**config.mk**
```make
export PLATFORM = sky130hd
export DESIGN_NAME = ioctl_rom_loader
export DESIGN_NICKNAME = d
export VERILOG_FILES = /design/src/rtl/ioctl_rom_loader.sv
export SDC_FILE = /design/constraint.sdc
export NUM_CORES = 1
export LEC_CHECK = 0
export ABC_AREA = 1
export ABC_CLOCK_PERIOD_IN_PS = 3850
export CAP_MARGIN = 20
export CORE_ASPECT_RATIO = 0.9
export CORE_MARGIN = 2
export CORE_UTILIZATION = 55
export CTS_CLUSTER_SIZE = 14
export DETAILED_ROUTE_END_ITERATION = 7
export PLACE_DENSITY_LB_ADDON = 0.15
export SYNTH_ARGS = -nofsm -noshare
export SYNTH_HDL_FRONTEND = slang
export SYNTH_SLANG_ARGS = --single-unit
```
**constraint.sdc**
```tcl
create_clock -name clk_53p6 -period 3.85 [get_ports clk_53p6]
set_clock_uncertainty 0.2 [all_clocks]
set_input_delay 0.5775 -clock clk_53p6 [delete_from_list [all_inputs] [get_ports clk_53p6]]
set_output_delay 0.5775 -clock clk_53p6 [all_outputs]
set_load 0.1 [all_outputs]
```
**src/rtl/ioctl_rom_loader.sv**
```systemverilog
// ---------------------------------------------------------------------------
// ioctl_rom_loader
//
// Bridges the HPS ioctl download port to the arcade core on the 53.6 MHz
// system clock. The byte stream is split by ioctl_index:
//   index 0   : ROM bytes, decoded into {region, offset}, queued in a small
//               FIFO and offered to the core over a valid/ready handshake.
//   index 254 : DIP switch bytes (address 0 -> dsw1, address 1 -> dsw2).
//   index 1   : address 0 carries the game-select byte.
// The HPS is throttled with ioctl_wait so that one in-flight byte always
// has room. A small load state machine (IDLE/LOAD/DRAIN/DONE) holds the
// core in reset until every ROM byte has been handed over.
//
// Optional feature macro: IOCTL_LOADER_CHECKSUM_EN
//   defined   : rom_sum is a 16-bit wraparound sum of every popped ROM byte,
//               cleared on entry to LOAD and frozen in DONE.
//   undefined : no accumulator, rom_sum is tied to zero.
//
// Parameters
//   FIFO_DEPTH  : ROM FIFO entries (power of two, >= 2).
//   REGION_BASE : packed 8 x 25-bit ascending region start addresses,
//                 [0] must be zero, unused regions all-ones.
//
// Ports
//   clk_53p6        in   system clock
//   reset           in   asynchronous active-high reset
//   ioctl_download  in   download in progress
//   ioctl_index     in   download index
//   ioctl_wr        in   single-cycle byte strobe
//   ioctl_addr      in   byte address
//   ioctl_dout      in   byte data
//   ioctl_wait      out  stall request to the HPS
//   rom_valid       out  FIFO head valid
//   rom_ready       in   core accepts the head entry
//   rom_region      out  head region number
//   rom_offset      out  head address minus its region base
//   rom_data        out  head byte
//   dsw1, dsw2      out  DIP switch bytes
//   game            out  game-select byte
//   core_hold       out  keep the core in reset
//   rom_done        out  ROM load finished
//   overflow        out  sticky: a ROM byte was dropped
//   rom_sum         out  ROM checksum (zero when the feature is disabled)
// ---------------------------------------------------------------------------
module ioctl_rom_loader #(
  parameter int unsigned       FIFO_DEPTH  = 4,
  parameter logic [8*25-1:0]   REGION_BASE = {{7{25'h1FFFFFF}}, 25'h0000000}
) (
  input  logic        clk_53p6,
  input  logic        reset,
  input  logic        ioctl_download,
  input  logic [7:0]  ioctl_index,
  input  logic        ioctl_wr,
  input  logic [24:0] ioctl_addr,
  input  logic [7:0]  ioctl_dout,
  output logic        ioctl_wait,
  output logic        rom_valid,
  input  logic        rom_ready,
  output logic [2:0]  rom_region,
  output logic [24:0] rom_offset,
  output logic [7:0]  rom_data,
  output logic [7:0]  dsw1,
  output logic [7:0]  dsw2,
  output logic [7:0]  game,
  output logic        core_hold,
  output logic        rom_done,
  output logic        overflow,
  output logic [15:0] rom_sum
);

  localparam int unsigned      PTR_W    = $clog2(FIFO_DEPTH);
  localparam int unsigned      CNT_W    = PTR_W + 1;
  localparam int unsigned      ENTRY_W  = 3 + 25 + 8;
  localparam logic [CNT_W-1:0] DEPTH_C  = CNT_W'(FIFO_DEPTH);
  localparam logic [CNT_W-1:0] WAIT_LVL = CNT_W'(FIFO_DEPTH - 1);

  typedef enum logic [1:0] {
    IDLE  = 2'd0,
    LOAD  = 2'd1,
    DRAIN = 2'd2,
    DONE  = 2'd3
  } state_t;

  // Highest region whose base is <= addr; region 0 starts at zero so the
  // returned offset is never negative.
  function automatic logic [27:0] decode_addr(input logic [24:0] addr);
    logic [2:0]  reg_n;
    logic [24:0] base;
    reg_n = 3'd0;
    base  = REGION_BASE[24:0];
    for (int i = 1; i < 8; i++) begin
      if (addr >= REGION_BASE[i*25 +: 25]) begin
        reg_n = 3'(i);
        base  = REGION_BASE[i*25 +: 25];
      end
    end
    return {reg_n, addr - base};
  endfunction

  // ---------------------------------------------------------------------
  // State and control registers
  // ---------------------------------------------------------------------
  state_t             state_q, state_d;
  logic               dl_q;
  logic [PTR_W-1:0]   wr_ptr_q, wr_ptr_d;
  logic [PTR_W-1:0]   rd_ptr_q, rd_ptr_d;
  logic [CNT_W-1:0]   count_q, count_d;
  logic               wait_q, wait_d;
  logic               overflow_q, overflow_d;
  logic [7:0]         dsw1_q, dsw1_d;
  logic [7:0]         dsw2_q, dsw2_d;
  logic [7:0]         game_q, game_d;
  logic [ENTRY_W-1:0] mem_q [FIFO_DEPTH];

  logic               push_req;
  logic               push_ok;
  logic               pop;
  logic               full;
  logic [27:0]        push_loc;
  logic [ENTRY_W-1:0] head;

  assign head     = mem_q[rd_ptr_q];
  assign full     = (count_q == DEPTH_C);
  assign push_req = ioctl_wr && (ioctl_index == 8'd0);
  assign pop      = rom_valid && rom_ready;
  // A full FIFO still takes the byte when the head leaves in the same cycle.
  assign push_ok  = push_req && (!full || pop);
  assign push_loc = decode_addr(ioctl_addr);

  // FIFO pointer / occupancy next state
  always_comb begin
    wr_ptr_d   = wr_ptr_q;
    rd_ptr_d   = rd_ptr_q;
    count_d    = count_q;
    overflow_d = overflow_q;
    if (push_ok) wr_ptr_d = wr_ptr_q + PTR_W'(1);
    if (pop)     rd_ptr_d = rd_ptr_q + PTR_W'(1);
    case ({push_ok, pop})
      2'b10:   count_d = count_q + CNT_W'(1);
      2'b01:   count_d = count_q - CNT_W'(1);
      default: count_d = count_q;
    endcase
    if (push_req && !push_ok) overflow_d = 1'b1;
    // Asserting at DEPTH-1 leaves one slot for a byte already in flight.
    wait_d = (count_d >= WAIT_LVL);
  end

  // DIP switch and game-select capture
  always_comb begin
    dsw1_d = dsw1_q;
    dsw2_d = dsw2_q;
    game_d = game_q;
    if (ioctl_wr && (ioctl_index == 8'd254) && (ioctl_addr[24:3] == 22'd0)) begin
      if (ioctl_addr[2:0] == 3'd0) dsw1_d = ioctl_dout;
      if (ioctl_addr[2:0] == 3'd1) dsw2_d = ioctl_dout;
    end
    if (ioctl_wr && (ioctl_index == 8'd1) && (ioctl_addr == 25'd0)) begin
      game_d = ioctl_dout;
    end
  end

  // Load state machine: next state and Moore outputs
  always_comb begin
    state_d   = state_q;
    core_hold = 1'b1;
    rom_done  = 1'b0;
    case (state_q)
      IDLE: begin
        if (ioctl_download && (ioctl_index == 8'd0)) state_d = LOAD;
      end
      LOAD: begin
        if (dl_q && !ioctl_download) state_d = DRAIN;
      end
      DRAIN: begin
        if (count_q == '0) state_d = DONE;
      end
      DONE: begin
        core_hold = 1'b0;
        rom_done  = 1'b1;
        if (ioctl_download && (ioctl_index == 8'd0)) state_d = LOAD;
      end
      default: state_d = IDLE;
    endcase
  end

  always_ff @(posedge clk_53p6 or posedge reset) begin
    if (reset) begin
      state_q    <= IDLE;
      dl_q       <= 1'b0;
      wr_ptr_q   <= '0;
      rd_ptr_q   <= '0;
      count_q    <= '0;
      wait_q     <= 1'b0;
      overflow_q <= 1'b0;
      dsw1_q     <= 8'hFF;
      dsw2_q     <= 8'hFF;
      game_q     <= 8'h00;
    end else begin
      state_q    <= state_d;
      dl_q       <= ioctl_download;
      wr_ptr_q   <= wr_ptr_d;
      rd_ptr_q   <= rd_ptr_d;
      count_q    <= count_d;
      wait_q     <= wait_d;
      overflow_q <= overflow_d;
      dsw1_q     <= dsw1_d;
      dsw2_q     <= dsw2_d;
      game_q     <= game_d;
    end
  end

  // FIFO storage carries data only; validity comes from count_q.
  always_ff @(posedge clk_53p6) begin
    if (push_ok) mem_q[wr_ptr_q] <= {push_loc, ioctl_dout};
  end

`ifdef IOCTL_LOADER_CHECKSUM_EN
  // ---------------------------------------------------------------------
  // Checksum of bytes as they leave the FIFO
  // ---------------------------------------------------------------------
  logic [15:0] sum_q, sum_d;

  always_comb begin
    sum_d = sum_q;
    if ((state_q != LOAD) && (state_d == LOAD)) sum_d = 16'h0000;
    else if (pop && (state_q != DONE))          sum_d = sum_q + {8'h00, head[7:0]};
  end

  always_ff @(posedge clk_53p6 or posedge reset) begin
    if (reset) sum_q <= 16'h0000;
    else       sum_q <= sum_d;
  end

  assign rom_sum = sum_q;
`else
  assign rom_sum = 16'h0000;
`endif

  // Outputs; the head fields read as zero whenever the FIFO is empty.
  assign rom_valid  = (count_q != '0);
  assign rom_region = rom_valid ? head[35:33] : 3'd0;
  assign rom_offset = rom_valid ? head[32:8]  : 25'd0;
  assign rom_data   = rom_valid ? head[7:0]   : 8'd0;
  assign ioctl_wait = wait_q;
  assign overflow   = overflow_q;
  assign dsw1       = dsw1_q;
  assign dsw2       = dsw2_q;
  assign game       = game_q;

endmodule
```
==> results.tsv, run 1 <==
metric	value	unit
Starting Density	56.5	%
DR iter-0 viols	712	
overall global routing resource usage	27.2	%
Primary FF master, synth	edfxtp_1	
hold bufs inserted after CTS	0	
first-pass GRT wire length	34.2	mm
area leader, netlist	edfxtp_1	
Hold Crit Class	input pin to async pin	
clock root buffer	clkbuf_16	
vias per cell	5.52	
CP required	3.07	ns
worst skew pair latency	0.43	ns
Worst slew margin	33.1	%
sequential area share after synthesis	57.4	%
Synth area leaders	edfxtp_1 47%, nor2_1 8.7%, nand2_1 7.7%, dfrtp_1 5.7%, o21ai_0 5.3%	
r2r endpoint	ioctl_wait$_DFF_PP0_	
Netlist cell types	30	
synthesized area	8720	sq um
Post-CTS Setup Inserts	0	
R2R depth	11	
minimum clock period	3.48	ns
Peak Freq	288	MHz
largest fanout on the critical path	20	
Chip Width	137	um
WL final	21.7	mm
# H-tree levels	4	
Num CTS Buffers	17	
commonest non-fill, non-tap cell in the layout	nor2_1	
ys async rst share	20.9	%
Power Total	9.26	mW
Top-Level Pins	127	
Max Cap Violations	0	
Die Area	16900	sq um
share of post-route cells with drive strength above 1	10.6	%
clock sink count	172	
clk buf depth	2	
Tcrit/Tclk final	90.3	%
#FFs+latches synth	172	
nets	1152	
Worst Tran Pin Value	1.00	ns
DRC violations left	0	
reg2reg start	count_q[0]$_DFF_PP0_	
most frequent cells in the layout	198 x nor2_1, 180 x nand2_1, 136 x edfxtp_1, 93 x o21ai_0, 74 x clkdlybuf4s50_1	
core area	15400	sq um
pwr dens	838	nW/um^2
routability cong.	0.969	
status	finished, final reports clean	
crit end category	primary output	
Final Core Density	71.6	%
crit path DAT	2.70	ns
initial antenna violation count	0	
Peak VDD IR	0.855	mV
Routed wire per std cell	16.8	um
R2R Setup Slk	1.46	ns
static leakage	4.47	nW
post-CTS sizing	0	
Post-DP HPWL	15.0	mm
port buffer count	110	
row count	43	
setup TNS	0	ns
Synth Instances	950	
Area Growth Syn to Fin	26.6	%
fin. max-slew vios	0	
# diodes	0	
CTS tree	done	
RSZ-0062 raised after global routing	false	
number of synthesis warnings	0	
CTS clk-pin slew, worst paths	0.07	ns
largest net degree at the start of global routing	59	
Antenna Nets Post-Route	0	
Die H	123	um
First-pass DRT Iterations	5	
Mean Syn Cell Area	9.18	sq um
grt ovf	0	
routed vias	7099	
Post-synth EDFFs	136	
vias in the first global route	6655	
CP startpoint kind	register	
hold_ws	0.233	ns
critical setup path kind	register to primary output	
endpoints failing setup	0	
Fin. Hold Viols	0	
Synth top area share	46.8	%
==> critical path, cell delays in order, from the launching register on <==
cell and delay, ns:
dfrtp_1 0.42, nor2_1 0.09, nand2_1 0.19, clkinv_1 0.63, buf_4 0.43, a21oi_1 0.28
buf_12 0.22
==> stage by stage <==
step | std cells | instance area [sq um] | setup WS (ns)
floorplan | 965 | 8780 | -0.211
global placement | 1257 | 10500 | 0.0339
detailed placement | 1257 | 10500 | 0.0818
CTS | 1287 | 11000 | 0.301
global route | 1287 | 11000 | 0.188
finish | 1287 | 11000 | 0.375
==> cell families (layout without fill, tap and decap cells) <==
| kind of cell | Yosys count | count (layout) | synth area share [%] |
|---|---|---|---|
| simple gates | 458 | 458 | 21.2 |
| buf+inv | 109 | 229 | 5.55 |
| xor+xnor | 15 | 15 | 1.51 |
| compound gates | 162 | 162 | 9.49 |
| fa+ha+maj | 32 | 32 | 4.76 |
| other cells | 2 | 17 | 0.0861 |
| flops | 172 | 172 | 57.4 |
==> how the worst max path moves through the flow <==
stage,start,to,slack (ns),depth (start not counted)
6_report,count_q[0]$_DFF_PP0_,rom_offset[12],0.37,6
4_1_cts,count_q[0]$_DFF_PP0_,rom_offset[12],0.30,6
3_5_place_dp,ioctl_addr[2],mem_q[2][18]$_DFFE_PP_,0.08,15
3_3_place_gp,ioctl_addr[2],mem_q[1][17]$_DFFE_PP_,0.03,13
2_1_floorplan,count_q[0]$_DFF_PP0_,rom_data[0],-0.21,5
5_1_grt,count_q[0]$_DFF_PP0_,rom_offset[12],0.19,6
==> report_power, final <==
part	switching, mW	leakage [nW]	total, mW	internal, mW
registers	0.0588	1.65	2.14	2.08
clock network	0.727	0.279	1.69	0.967
logic	3.78	2.54	5.43	1.66
total	4.56	4.47	9.26	4.70
==> Yosys cell counts, types with 5 or more instances <==
library cell / count
dfrtp_1: 20
nand3_1: 47
clkbuf_1: 19
dfstp_2: 16
nand4_1: 17
ha_1: 30
nand2_1: 180
a21oi_1: 62
xor2_1: 12
buf_4: 19
o21ai_0: 93
inv_1: 61
o21bai_1: 5
edfxtp_1: 136
nor3_1: 6
nor2_1: 202
==> flip-flops by register name, summed over array words and instances (netlist names) <==
signal	flops
mem_q	136
dsw1	8
dsw2	8
game	8
count_q	3
rd_ptr_q	2
state_q	2
wr_ptr_q	2
dl_q	1
ioctl_wait	1
overflow	1
==> area by class of cell <==
class / instances / area (sq um)
clock buffers: 17 / 425
clock inverters: 13 / 161
fillers: 1116 / 4390
inverters: 65 / 244
multi-input cells: 684 / 3310
flip-flops and latches: 172 / 5010
well taps: 202 / 253
repair buffers: 134 / 1650
==> layer usage <==
metal	wire length, um	GRT usage (%)
met5	0	0
met4	295	6.12
met3	1770	6.44
met2	10300	43.3
met1	9330	38.2
(Power assumes the default switching activity.)
==> run 2, diff against run 1 <==
ABC_CLOCK_PERIOD_IN_PS = 4000   (was 3850)
CORE_UTILIZATION = 59   (was 55)
clock period = 4 ns   (was 3.85 ns; I/O delays follow)
==> run 2 against run 1 <==
Clock-buffer cell count is 2 higher. Cell area is 0.78% lower. Utilization is 3.5 points higher. First-iteration DRC count is 15% lower. Clock power is 6% lower. Hold slack better by 0.036 ns. Power is 4.2% lower. Die area is 6.6% lower. Routed wire length is 1.3% higher. Sequential power is 5% lower. Register-to-register slack better by 0.19 ns. Largest cell class unchanged. Highest routed layer unchanged.
==> results.tsv, run 2 (synthesized netlist as in run 1, its figures left out) <==
metric	value	unit	change
minimum clock period	3.41	ns	
# diodes	0		unchanged
Final Core Density	75.0	%	+3.5 points
Peak Freq	293	MHz	
Num CTS Buffers	17		unchanged
max reg flops	136		unchanged
hold bufs inserted after CTS	0		unchanged
share of post-route cells with drive strength above 1	9.99	%	-0.61 points
Tcrit/Tclk final	85.3	%	
largest net degree at the start of global routing	70		+19%
Setup WS pre-CTS	0.306	ns	+0.224 ns
routability cong.	0.971		+0.21%
most frequent cells in the layout	198 x nor2_1, 180 x nand2_1, 136 x edfxtp_1, 93 x o21ai_0, 74 x clkdlybuf4s50_1		
Top-Level Pins	127		unchanged
reg2reg start	count_q[0]$_DFF_PP0_		
WL final	21.9	mm	+1.3%
fin. max-slew vios	0		unchanged
overall global routing resource usage	28.7	%	+1.6 points
Setup WS post-layout	0.588	ns	+0.213 ns
endpoints failing setup	0		unchanged
CP required	3.20	ns	+0.13 ns
Critical-path top delay cell	clkinv_1		
Chip Width	132	um	-3.3%
Peak VDD IR	0.788	mV	-7.9%
cell breakdown of the critical path	clkinv_1 -> buf_4 -> nor2_1 -> o21ai_0 -> a21oi_1 -> buf_12		
vias per cell	5.53		+0.34%
Post-DP HPWL	14.6	mm	-2.7%
row count	42		-2.3%
Cells on Worst Hold Path	2		
status	finished, final reports clean		
pwr dens	810	nW/um^2	-3.4%
# H-tree levels	4		unchanged
critical setup path kind	register to primary output		
Fin. Hold Viols	0		unchanged
vias in the first global route	6977		+4.8%
worst skew pair latency	0.43	ns	about the same
Layout fillers	1057		-5.3%
routed vias	7079		-0.28%
Die Area	15800	sq um	-6.6%
nets	1146		-0.52%
r2r endpoint	ioctl_wait$_DFF_PP0_		
Antenna Nets Post-Route	0		unchanged
RSZ-0062 raised after global routing	false		
commonest non-fill, non-tap cell in the layout	nor2_1		
Hold Crit Class	register to register		
Worst Tran Pin Value	1.03	ns	+0.0295 ns
largest fanout on the critical path	18		-10%
port buffer count	110		unchanged
core area	14600	sq um	-5.4%
clock root buffer	clkbuf_16		
post-CTS sizing	0		unchanged
Routed wire per std cell	17.2	um	+2.0%
first-pass GRT wire length	34.7	mm	+1.6%
DR iter-0 viols	602		-15%
Starting Density	59.7	%	+3.2 points
static leakage	4.44	nW	-0.79%
crit end category	primary output		
worst hold start	dsw2[6]$_DFFE_PP1P_		
DRC violations left	0		unchanged
R2R Setup Slk	1.65	ns	+0.19 ns
Post-DP Area	10400	sq um	-0.60%
First-pass DRT Iterations	6		+1
initial antenna violation count	0		unchanged
clock sink count	172		unchanged
Post-CTS Setup Inserts	0		unchanged
Most flops, register	mem_q		
worst stage delay on the critical path	0.51	ns	-0.12 ns
CTS tree	done		
Finished Layout Cells	1279		-0.62%
cell area after layout	11000	sq um	-0.78%
Die H	119	um	-3.3%
Area Growth Syn to Fin	25.7	%	
crit path DAT	2.61	ns	-0.09 ns
hold endpoint	dsw2[6]$_DFFE_PP1P_		
CTS clk-pin slew, worst paths	0.07	ns	about the same
grt ovf	0		unchanged
Worst slew margin	31.2	%	-1.9 points
Post-Place Cells	1247		-0.80%
CP startpoint kind	register		
R2R depth	11		unchanged
clk buf depth	2		unchanged
Max Cap Violations	0		unchanged
-- run 2: per-layer routing --
metal,global-route usage [%],wire length (um),part of all wire [%]
met1,38.3,8900,41
met2,46.6,10500,48
met3,6.30,1940,8.8
met5,0,0,0
met4,10.6,600,2.7
-- run 2: metrics by stage --
stage | hold WS [ns] | total power, mW | TNS, ns
final | 0.269 | 8.88 | 0
after global routing | 0.286 | 9.19 | 0
after floorplan | 0.261 | 5.53 | -2.51
after CTS | 0.271 | 8.89 | 0
after detailed placement | 0.261 | 7.31 | 0
after global placement | 0.252 | 7.23 | 0
-- run 2: critical path: cells and delay by family (launching register included) --
kind | cells | cell delay, ns
buffers and inverters | 3 | 1.18
and+or+nand+nor | 1 | 0.15
AOI/OAI and AO/OA | 2 | 0.49
DFF | 1 | 0.36
-- run 2: worst max-delay path by stage --
stage | slack (ns) | startpoint | endpoint | depth (start not counted)
finish | 0.59 | rd_ptr_q[1]$_DFFE_PP0P_ | rom_offset[24] | 6
global route | 0.46 | ioctl_addr[3] | mem_q[3][23]$_DFFE_PP_ | 15
CTS | 0.63 | rd_ptr_q[0]$_DFFE_PP0P_ | rom_region[1] | 4
detailed placement | 0.31 | ioctl_addr[20] | mem_q[1][29]$_DFFE_PP_ | 11
global placement | 0.30 | ioctl_addr[20] | mem_q[0][29]$_DFFE_PP_ | 11
floorplan | -0.08 | count_q[0]$_DFF_PP0_ | rom_data[0] | 5
-- run 2: final cells by class --
cell class,count,area [sq um],share of cell area [%]
Clock buffer,19,433,3.95
Multi-Input combinational cell,684,3310,30.2
Inverter,65,244,2.23
Timing Repair Buffer,128,1600,14.6
Tap cell,198,248,2.26
Sequential cell,172,5010,45.7
Clock inverter,13,130,1.19
-- run 2: report_power, final --
| group | internal (mW) | switching, mW | leakage (nW) |
|---|---|---|---|
| clock network | 0.875 | 0.715 | 0.276 |
| logic | 1.57 | 3.68 | 2.51 |
| registers | 2.00 | 0.0400 | 1.65 |
| total | 4.44 | 4.43 | 4.44 |
==> run 3, diff against run 2 <==
REMOVE_ABC_BUFFERS = 1   (was default)
==> run 3 against run 2 <==
Combinational power about the same. Global-route usage increased by 0.67 points. Sequential power increased by 2%. Routed wire length increased by 3.0%. Non-clock buffer count increased by 11. Hold slack improved by 0.0013 ns. Critical path depth increased by 7. Cell area increased by 1.4%. Die area unchanged. Critical path type is now input pin to register. Critical endpoint is now mem_q[2][17]$_DFFE_PP_. Highest routed layer unchanged.
==> results.tsv, run 3 (synthesized netlist as in run 1, its figures left out) <==
metric	value	unit	change
First-pass DRT Iterations	6		unchanged
Die Area	15800	sq um	unchanged
Sw Ratio	50.1	%	+0.16 points
routability cong.	1.00		+3.4%
WL final	22.6	mm	+3.0%
RSZ-0062 raised after global routing	false		
CP startpoint kind	input pin		
WP buf/inv	2		-1
Cells on Worst Hold Path	2		unchanged
vias per cell	5.60		+1.1%
hold endpoint	dsw1[5]$_DFFE_PP1P_		
Cell Int Power	4.48	mW	+0.86%
core area	14600	sq um	unchanged
Setup WS post-layout	0.176	ns	-0.412 ns
CTS clk-pin slew, worst paths	0.07	ns	about the same
clock sink count	172		unchanged
initial antenna violation count	0		unchanged
DRC violations left	0		unchanged
nets	1157		+0.96%
overall global routing resource usage	29.4	%	+0.67 points
hold bufs inserted after CTS	0		unchanged
status	finished, final reports clean		
worst stage delay on the critical path	0.57	ns	+0.06 ns
routed vias	7218		+2.0%
Finished Layout Cells	1290		+0.86%
max reg flops	136		unchanged
crit-path leading delay family	simple AND/OR/NAND/NOR gates		
static leakage	4.51	nW	+1.7%
row count	42		unchanged
# diodes	0		unchanged
largest fanout on the critical path	10		-8
CTS tree	done		
port buffer count	110		unchanged
# H-tree levels	4		unchanged
Fin. Hold Viols	0		unchanged
grt ovf	0		unchanged
cell breakdown of the critical path	clkdlybuf4s50_1 -> nand2_1 -> nor2_1 -> nand4_1 -> nor2_1 -> nand2_1 -> ha_1 -> buf_4 -> nand2_1 -> o211ai_1 -> nand2_1 -> nand2_1 -> xor2_1		
Final Core Density	76.1	%	+1.0 points
worst skew pair latency	0.43	ns	about the same
Num CTS Buffers	17		unchanged
hold_ws	0.270	ns	+0.00133 ns
worst hold start	dsw1[5]$_DFFE_PP1P_		
post-CTS sizing	0		unchanged
Die H	119	um	unchanged
share of post-route cells with drive strength above 1	11.1	%	+1.1 points
Peak VDD IR	0.952	mV	+21%
fin. max-slew vios	0		unchanged
Critical-path top delay cell	clkdlybuf4s50_1		
Tcrit/Tclk final	95.6	%	+10 points
vias in the first global route	6938		-0.56%
R2R depth	6		-5
Worst slew margin	32.8	%	+1.6 points
Layout fillers	1034		-2.2%
clk buf depth	2		unchanged
Peak Freq	262	MHz	-11%
crit-path most repeated cell	nand2_1		
DR iter-0 viols	686		+14%
Chip Width	132	um	unchanged
Top-Level Pins	127		unchanged
crit path DAT	3.81	ns	+1.20 ns
minimum clock period	3.82	ns	+0.412 ns
r2r endpoint	mem_q[1][26]$_DFFE_PP_		
most frequent cells in the layout	198 x nor2_1, 180 x nand2_1, 136 x edfxtp_1, 93 x o21ai_0, 74 x clkdlybuf4s50_1		
Setup WS pre-CTS	-0.100	ns	-0.406 ns
Post-CTS Setup Inserts	0		unchanged
CP required	3.98	ns	+0.78 ns
switching power	4.50	mW	+1.5%
Area Growth Syn to Fin	27.4	%	
Max Cap Violations	0		unchanged
pwr dens	808	nW/um^2	-0.20%
first-pass GRT wire length	35.9	mm	+3.5%
Antenna Nets Post-Route	0		unchanged
Routed wire per std cell	17.5	um	+2.1%
reg2reg start	count_q[2]$_DFF_PP0_		
critical setup path kind	input pin to register		
Most flops, register	mem_q		
Starting Density	59.7	%	unchanged
Worst Tran Pin Value	1.01	ns	-0.0250 ns
Post-Place Cells	1258		+0.88%
crit end category	register		
combinational share of power	58.1	%	-1.0 points
Post-DP HPWL	15.8	mm	+8.1%
Hold Crit Class	register to register		
commonest non-fill, non-tap cell in the layout	nor2_1		
Clock power frac	18.6	%	+0.7 points
endpoints failing setup	0		unchanged
clock root buffer	clkbuf_16		
sequential power share	23.3	%	+0.3 points
largest net degree at the start of global routing	37		-47%
R2R Setup Slk	1.68	ns	+0.03 ns
## run 3: worst max path at each step
stage,start,endpoint,depth (start not counted)
floorplan,count_q[0]$_DFF_PP0_,rom_region[0],4
global placement,ioctl_addr[3],mem_q[3][22]$_DFFE_PP_,14
detailed placement,ioctl_addr[3],mem_q[0][17]$_DFFE_PP_,13
CTS,ioctl_addr[3],mem_q[3][17]$_DFFE_PP_,13
global route,ioctl_addr[3],mem_q[2][17]$_DFFE_PP_,13
finish,ioctl_addr[3],mem_q[2][17]$_DFFE_PP_,13
## run 3: stage by stage
stage | area, sq um | setup TNS (ns) | total power, mW
finish | 11100 | 0 | 8.98
global route | 11100 | 0 | 9.30
CTS | 11100 | 0 | 9.00
detailed placement | 10500 | -1.76 | 7.34
global placement | 10500 | -1.16 | 7.28
floorplan | 8540 | -25.21 | 5.41
## run 3: metal layers
| metal | wire [um] | vias to the layer above | GRT usage (%) |
|---|---|---|---|
| met5 | 0 | - | 0 |
| met4 | 562 | 0 | 10.0 |
| met3 | 1450 | 42 | 5.07 |
| met2 | 10900 | 296 | 49.3 |
| met1 | 9640 | 3440 | 39.1 |
| li1 | - | 3440 | - |
## run 3: tightest hold or removal path, cell delays in order (launching register included)
cell,delay (ns)
dfstp_2,0.37
nand2_1,0.05
nand2_1,0.05
## run 3: area by class of cell
cell class                      count  area (sq um)  share of cell area, %
Clock buffer                       18           450                   4.05
Clock inverter                     14           166                   1.50
Inverter                           65           244                   2.19
Multi-Input combinational cell    684          3320                   29.9
Sequential cell                   172          5010                   45.0
Tap cell                          198           248                   2.23
Timing Repair Buffer              139          1680                   15.1
## run 3: power groups by stage
stage	clock (mW)	sequential [mW]	combinational, mW
floorplan	0	2.20	3.21
global placement	0	2.13	5.15
detailed placement	0	2.13	5.21
CTS	1.68	2.09	5.23
global route	1.75	2.10	5.44
finish	1.67	2.09	5.22
